### config.mk
export PLATFORM = sky130hd
export DESIGN_NAME = ex_mem_pipe_reg
export DESIGN_NICKNAME = d
export VERILOG_FILES = /design/src/rtl/ex_mem_pipe_reg.sv
export SDC_FILE = /design/constraint.sdc
export NUM_CORES = 1
export LEC_CHECK = 0
export ABC_AREA = 1
export BUFFER_PORTS_ARGS = -buffer_cell sky130_fd_sc_hd__clkbuf_2
export CORE_MARGIN = 1.5
export CORE_UTILIZATION = 30
export CTS_BUF_LIST = sky130_fd_sc_hd__clkbuf_2
export DETAILED_ROUTE_END_ITERATION = 8
export SETUP_SLACK_MARGIN = 0.02
export SKIP_LAST_GASP = 1
export SYNTH_ARGS = -nofsm -noshare
export SYNTH_HDL_FRONTEND = slang
export SYNTH_SLANG_ARGS = --single-unit
### constraint.sdc
create_clock -name Clk -period 1 [get_ports Clk]
set_clock_uncertainty 0.2 [all_clocks]
set_input_delay 0 -clock Clk [delete_from_list [all_inputs] [get_ports Clk]]
set_output_delay 0 -clock Clk [all_outputs]
set_load 0.01 [all_outputs]
### src/rtl/ex_mem_pipe_reg.sv
// -----------------------------------------------------------------------------
// ex_mem_pipe_reg
//
// EX/MEM pipeline register. It captures the EX stage results every clock and
// presents them to the MEM stage one cycle later. It also provides:
//   - valid tracking, so that MEM can tell real instructions from bubbles
//   - stall (hold every field) and flush (load a bubble)
//   - PCSrc_out, the registered branch decision, which is sent back to IF
//   - Fwd_En_out, a forwarding tap for the hazard unit
//
// Optional build macro: EXMEM_PERF_CNT_EN
//   When this macro is defined, the block adds the Cnt_clr input and the
//   Retired_cnt_out / Bubble_cnt_out performance counters (CNT_W bits wide).
//
// Ports
//   Clk, Reset            rising-edge clock, synchronous active-high reset
//   Stall, Flush          hold the contents / load a bubble (Flush wins)
//   Valid_in              EX holds a real instruction
//   *_in control bits     RegWrite, MemtoReg, Branch, MemRead, MemWrite
//   ALUAddResult_in       branch target
//   Zero_in               ALU zero flag
//   ALUResult_in          ALU result / memory address
//   ReadData2_in          store data
//   WriteReg_in           destination register index
//   *_out                 registered copies of the fields above, to MEM
//   Valid_out             MEM holds a real instruction
//   PCSrc_out             branch taken (Valid & Branch & Zero)
//   BranchTarget_out      registered branch target
//   Fwd_En_out            the result in MEM can be forwarded
// -----------------------------------------------------------------------------
module ex_mem_pipe_reg #(
    parameter int DATA_W     = 32,
    parameter int REG_ADDR_W = 5
`ifdef EXMEM_PERF_CNT_EN
    , parameter int CNT_W    = 32
`endif
) (
    input  logic                  Clk,
    input  logic                  Reset,
    input  logic                  Stall,
    input  logic                  Flush,
    input  logic                  Valid_in,
    input  logic                  RegWrite_in,
    input  logic                  MemtoReg_in,
    input  logic                  Branch_in,
    input  logic                  MemRead_in,
    input  logic                  MemWrite_in,
    input  logic [DATA_W-1:0]     ALUAddResult_in,
    input  logic                  Zero_in,
    input  logic [DATA_W-1:0]     ALUResult_in,
    input  logic [DATA_W-1:0]     ReadData2_in,
    input  logic [REG_ADDR_W-1:0] WriteReg_in,
    output logic                  RegWrite_out,
    output logic                  MemtoReg_out,
    output logic                  MemRead_out,
    output logic                  MemWrite_out,
    output logic [DATA_W-1:0]     ALUResult_out,
    output logic [DATA_W-1:0]     ReadData2_out,
    output logic [REG_ADDR_W-1:0] WriteReg_out,
    output logic                  Valid_out,
    output logic                  PCSrc_out,
    output logic [DATA_W-1:0]     BranchTarget_out,
`ifdef EXMEM_PERF_CNT_EN
    input  logic                  Cnt_clr,
    output logic [CNT_W-1:0]      Retired_cnt_out,
    output logic [CNT_W-1:0]      Bubble_cnt_out,
`endif
    output logic                  Fwd_En_out
);

    // One pipeline slot. An all-zero slot is a bubble, so both reset and
    // flush load '0.
    typedef struct packed {
        logic                  valid;
        logic                  reg_write;
        logic                  mem_to_reg;
        logic                  branch;
        logic                  mem_read;
        logic                  mem_write;
        logic                  zero;
        logic [DATA_W-1:0]     alu_result;
        logic [DATA_W-1:0]     branch_target;
        logic [DATA_W-1:0]     store_data;
        logic [REG_ADDR_W-1:0] write_reg;
    } slot_t;

    slot_t slot_d;
    slot_t slot_q;

    // Next-state selection. The order is Flush > Stall > load, and Reset is
    // applied in the register process.
    always_comb begin
        // NOTE: assign a default first so that every path drives slot_d; a
        // path that left it unassigned would infer a latch.
        slot_d = slot_q;
        if (Flush) begin
            slot_d = '0;
        end else if (!Stall) begin
            slot_d.valid         = Valid_in;
            // Control bits are gated with Valid_in so that an invalid slot
            // cannot cause any memory or register-file side effect in later
            // stages.
            slot_d.reg_write     = Valid_in & RegWrite_in;
            slot_d.mem_to_reg    = Valid_in & MemtoReg_in;
            slot_d.branch        = Valid_in & Branch_in;
            slot_d.mem_read      = Valid_in & MemRead_in;
            slot_d.mem_write     = Valid_in & MemWrite_in;
            // The data fields load even for invalid slots.
            slot_d.zero          = Zero_in;
            slot_d.alu_result    = ALUResult_in;
            slot_d.branch_target = ALUAddResult_in;
            slot_d.store_data    = ReadData2_in;
            slot_d.write_reg     = WriteReg_in;
        end
    end

    // NOTE: sequential state uses non-blocking assignments, so every register
    // samples its value from before the edge and the result does not depend
    // on the order in which processes run.
    always_ff @(posedge Clk) begin
        if (Reset) begin
            slot_q <= '0;
        end else begin
            slot_q <= slot_d;
        end
    end

    assign RegWrite_out     = slot_q.reg_write;
    assign MemtoReg_out     = slot_q.mem_to_reg;
    assign MemRead_out      = slot_q.mem_read;
    assign MemWrite_out     = slot_q.mem_write;
    assign ALUResult_out    = slot_q.alu_result;
    assign ReadData2_out    = slot_q.store_data;
    assign WriteReg_out     = slot_q.write_reg;
    assign Valid_out        = slot_q.valid;
    assign BranchTarget_out = slot_q.branch_target;

    // These outputs depend only on registered state, so no combinational path
    // runs from EX to IF or to the hazard unit.
    assign PCSrc_out  = slot_q.valid & slot_q.branch & slot_q.zero;
    // A load result (MemtoReg) is not available until after MEM. A write to
    // $0 is never forwarded.
    assign Fwd_En_out = slot_q.valid & slot_q.reg_write & ~slot_q.mem_to_reg
                        & (slot_q.write_reg != '0);

`ifdef EXMEM_PERF_CNT_EN
    logic [CNT_W-1:0] retired_cnt_d;
    logic [CNT_W-1:0] retired_cnt_q;
    logic [CNT_W-1:0] bubble_cnt_d;
    logic [CNT_W-1:0] bubble_cnt_q;

    // A flush edge loads a bubble even when Stall is high, so it is counted.
    // A pure stall edge loads nothing and is not counted.
    always_comb begin
        retired_cnt_d = retired_cnt_q;
        bubble_cnt_d  = bubble_cnt_q;
        if (Cnt_clr) begin
            retired_cnt_d = '0;
            bubble_cnt_d  = '0;
        end else if (Flush) begin
            bubble_cnt_d  = bubble_cnt_q + 1'b1;
        end else if (!Stall) begin
            if (Valid_in) begin
                retired_cnt_d = retired_cnt_q + 1'b1;
            end else begin
                bubble_cnt_d  = bubble_cnt_q + 1'b1;
            end
        end
    end

    always_ff @(posedge Clk) begin
        if (Reset) begin
            retired_cnt_q <= '0;
            bubble_cnt_q  <= '0;
        end else begin
            retired_cnt_q <= retired_cnt_d;
            bubble_cnt_q  <= bubble_cnt_d;
        end
    end

    assign Retired_cnt_out = retired_cnt_q;
    assign Bubble_cnt_out  = bubble_cnt_q;
`endif

endmodule

==> impl_results.md, run 1 <==
- Post-CTS setup buffers: 11
- Last stage reached: clock tree synthesis
- Placed cells: 861
- PortBufs: 219
- Maximum buffer depth of the clock tree: 2
- Io pins: 220
- Sequential share of the synthesized area: 47.0%
- Post-synth cell types: 14
- Clock root buffer: clkbuf_2
- Hold-fix buffers at CTS: 178
- Die height: 127 um
- Synth Cell Area: around 4600 um^2
- Die X: about 130 um
- Mapped Nets: 691
- Gate Count Post-Synth: 579
- DP HPWL: 7.86 mm
- Synth Warn #: 0
- Initial Util: 30.5%
- Synthesized flop and latch total: 108
- # resized after CTS: 123
- Outcome: did not finish
- Syn Area/Cell: between 7 and 8 um^2
- Total CTS buffers: 9
- Row Count: 45
- Error msg: [ERROR RSZ-0060] Max buffer count reached.
- H-tree depth: 3
- GPL Wtd Cong: 0.721
- CTS Sinks: ~110
## synthesized netlist by cell type, drive strengths merged
cell type | number | area (um^2)
nor2 | 3 | 11.3
inv | 3 | 11.3
nand2 | 213 | 800
and3 | 1 | 6.26
nand3 | 6 | 30.0
or2 | 1 | 6.26
buf | 120 | 895
a21oi | 108 | 616
clkbuf | 16 | 60.1
dfxtp | 108 | 2160
## logic make-up after synthesis
logic type / synth area share, %
compound gates: 13.4
simple gates: 18.6
buf+inv: 21.0
flops: 47.0
## per-stage QoR
stage,hold slack [ps],util (%),setup WS [ps],cell area [um^2]
after floorplan,-59.0,-,35.4,4600
after global placement,31.4,34.2,32.1,5160
after detailed placement,36.3,34.2,5.98,5160
==> run 2, diff against run 1 <==
Settings changed: CORE_UTILIZATION 30 to 20, CTS_BUF_LIST sky130_fd_sc_hd__clkbuf_2 to not set, PLACE_DENSITY_LB_ADDON set to 0.15, SETUP_SLACK_MARGIN 0.02 to not set.
Clock period 1 ns to 1.3 ns, I/O delays scaled along.
==> impl_results.md, run 2 <==
- MaxCap Viol Count: 0
- Leakage power: 3.03 nW
- Endpoints failing setup: 1
- Most common cell after layout, fill and taps aside: clkbuf_2
- Commonest cells after routing, fill and taps aside: 218 x clkbuf_2, 213 x nand2_1, 113 x dlygate4sd3_1
- CP arrival: 1390 ps
- Antenna viol nets, final: 0
- Synthesized flop and latch total: 108 (unchanged)
- Critical setup path kind: input pin to flop
- Largest net degree at the start of global routing: 39
- Unrepaired setup endpoints after global routing: yes
- H-tree depth: 3 (unchanged)
- Vias per cell: 3.85
- Outcome: complete, but fails checks
- Die Area: 23900 um^2
- Die height: 155 um (+22%)
- Cell Pwr Density: roughly 1100 nW/um^2
- Vias post-DR: 4203
- Most frequent CP cell: dlygate4sd3_1
- Gr usage total: between 10% and 20%
- # DRC: 0
- Synth Cell Area: 4600 um^2 (unchanged)
- Finished Core Util: 30.2%
- Final worst setup slack: -9.06 ps
- Storage cell area: 2170 um^2
- Synth Warn #: 0 (unchanged)
- Synth area leader: dfxtp_1
- CP max FO: 1
- CP endpoint kind: flop
- Vias in the first global route: 4294
- Ys flop type: dfxtp_1
- Total CTS buffers: 9 (unchanged)
- WP buf/inv: 3
- Clock root buffer: clkbuf_16
- Drt total wl: around 14 mm
- Synth async-reset ratio: 0% (unchanged)
- Endpoints failing hold: 0
- DP HPWL: 9.06 mm (+15%)
- Initial DRC Count: approximately 220
- Multi-input logic area: between 1000 and 1500 um^2
- Syn Area/Cell: 7.94 um^2 (unchanged)
- Io pins: 220 (unchanged)
- Row Count: 55 (+22%)
- GPL Wtd Cong: 0.691 (-4.2%)
- Layout Nets: 915
- Area Overhead vs Synth: 48.4%
- Clk pin slew, worst setup/hold paths: 70 ps
- First-pass GRT wire length: 21.8 mm
- Sequential share of the synthesized area: 47.0% (unchanged)
- Fillers: 2435
- Final period util: 101%
- Worst-Margin Slew: 216 ps
- Hold Crit Class: input pin to flop
- Tmin final: 1310 ps
- Worst path cell trace: dlygate4sd3_1, clkbuf_2, nand3_1, dlygate4sd3_1, a21oi_1
- Total grt overflow: 0
- Final Max Tran Viols: 0
- Worst Setup Start Kind: input pin
- Critical Path RT: between 1000 and 1500 ps
- Most common cell in the netlist: nand2_1
- Failing checks: setup timing
- VDD IR max: 0.000647 V
- Initial Util: 20.4% (-10 points)
- Fmax: approximately 760 MHz
- EDFF count, synth: 0 (unchanged)
- TritonCTS clock tree: done
- Die X: 155 um (+22%)
- Post-synth cell types: 14 (unchanged)
- Slew HR: 85.6%
- Post-synth top area share: 47.0% (unchanged)
- DR WL/cell: between 10 and 15 um
- Post-synth top cells: 213 x nand2_1, 108 x dfxtp_1, 105 x buf_4, 88 x a21oi_1, 20 x a21oi_2
- Gate Count Post-Synth: 579 (unchanged)
- Clk_lat worst skew: 340 ps
- CTS Sinks: 108 (unchanged)
- Critical path's top delay family: buffers and inverters
- PortBufs: 219 (unchanged)
- Mapped Nets: 691 (unchanged)
- Critical-path top delay cell: dlygate4sd3_1
- Pre-antenna DRT Iters: 4
- Total power: 7.37 mW
- Share of cells above drive strength 1: 34.8%
- Initial antenna violation count: 1
- Core Footprint: ~23000 um^2
- Placement Setup Slack: 270 ps (+264 ps)
- Ranking of synthesized cells by area: dfxtp_1 47%, nand2_1 17%, buf_4 17%
- CP peak stage delay: between 500 and 600 ps
- Maximum buffer depth of the clock tree: 2 (unchanged)
[run 2: cell counts after synthesis]
No cell type changed its count.
[run 2: cell families after synthesis]
group	Yosys count	share of synthesized area [%]
flip-flops	108	47.0
AND/OR/NAND/NOR	224	18.6
AO/OA/AOI/OAI	108	13.4
buffers and inverters	139	21.0
[run 2: cell type report]
type / count / area share [%]
inverter: 3 / 0.183
sequential: 108 / 31.8
tap: 285 / 5.23
multi-input combinational: 332 / 21.7
antenna: 1 / 0.0367
clock inverter: 5 / 0.880
clock buffer: 10 / 3.50
timing repair buffer: 349 / 36.7
[run 2: path summary, 6_finish.rpt]
| path | from | to | slack, ps | cells past startpoint |
|---|---|---|---|---|
| setup / recovery | MemtoReg_in | MemtoReg_out | -9 | 5 |
| hold / removal | Stall | BranchTarget_out[18] | 10 | 5 |
| setup reg to reg | WriteReg_out[1] | WriteReg_out[1] | 390 | 3 |
| hold reg to reg | ReadData2_out[31] | ReadData2_out[31] | 260 | 2 |
[run 2: layer usage]
layer | wire, um | track usage, % | vias to the layer above | share of wire [%]
li1 | - | - | 2183 | -
met1 | 6350 | 14.1 | 1859 | 46
met2 | 6150 | 18.9 | 152 | 45
met3 | 1100 | 4.20 | 9 | 8.0
met4 | 148 | 3.16 | 0 | 1.1
met5 | 0 | 0 | - | 0
[run 2: per-stage QoR]
step                instances  hold slack [ps]  TNS (ps)  instance area [um^2]
detailed placement        960             37.3         0                  5340
CTS                      1093             4.32     -39.0                  6820
global placement          960             34.5         0                  5340
floorplan                 579            -59.0         0                  4600
finish                   1093             14.6     -9.06                  6820
global route             1093             43.4     -74.9                  6820
[run 2: report_power, final]
group / internal, mW / leakage (nW) / total [mW] / switching (mW)
Combinational: 0.568 / 2.01 / 1.05 / 0.481
Sequential: 3.41 / 0.882 / 3.46 / 0.0532
Clock: 1.55 / 0.145 / 2.86 / 1.31
[run 2: what timing repair did]
item                                   in CTS  in global routing
pin swaps                                   2                  2
cloned                                      0                  0
hold buffers                              115                  1
buffers inserted                            3                  1
setup endpoints to repair                   1                  6
gates resized for setup                     4                  5
endpoints found under the hold margin     108                  3
[run 2: worst register-to-register path, delay by kind of cell (launching register included)]
family	cells	cell delay, ps
and+or+nand+nor	1	50
buffers and inverters	1	120
AOI/OAI and AO/OA	1	130
DFF	1	350
Power figures use the tool's default switching activity.
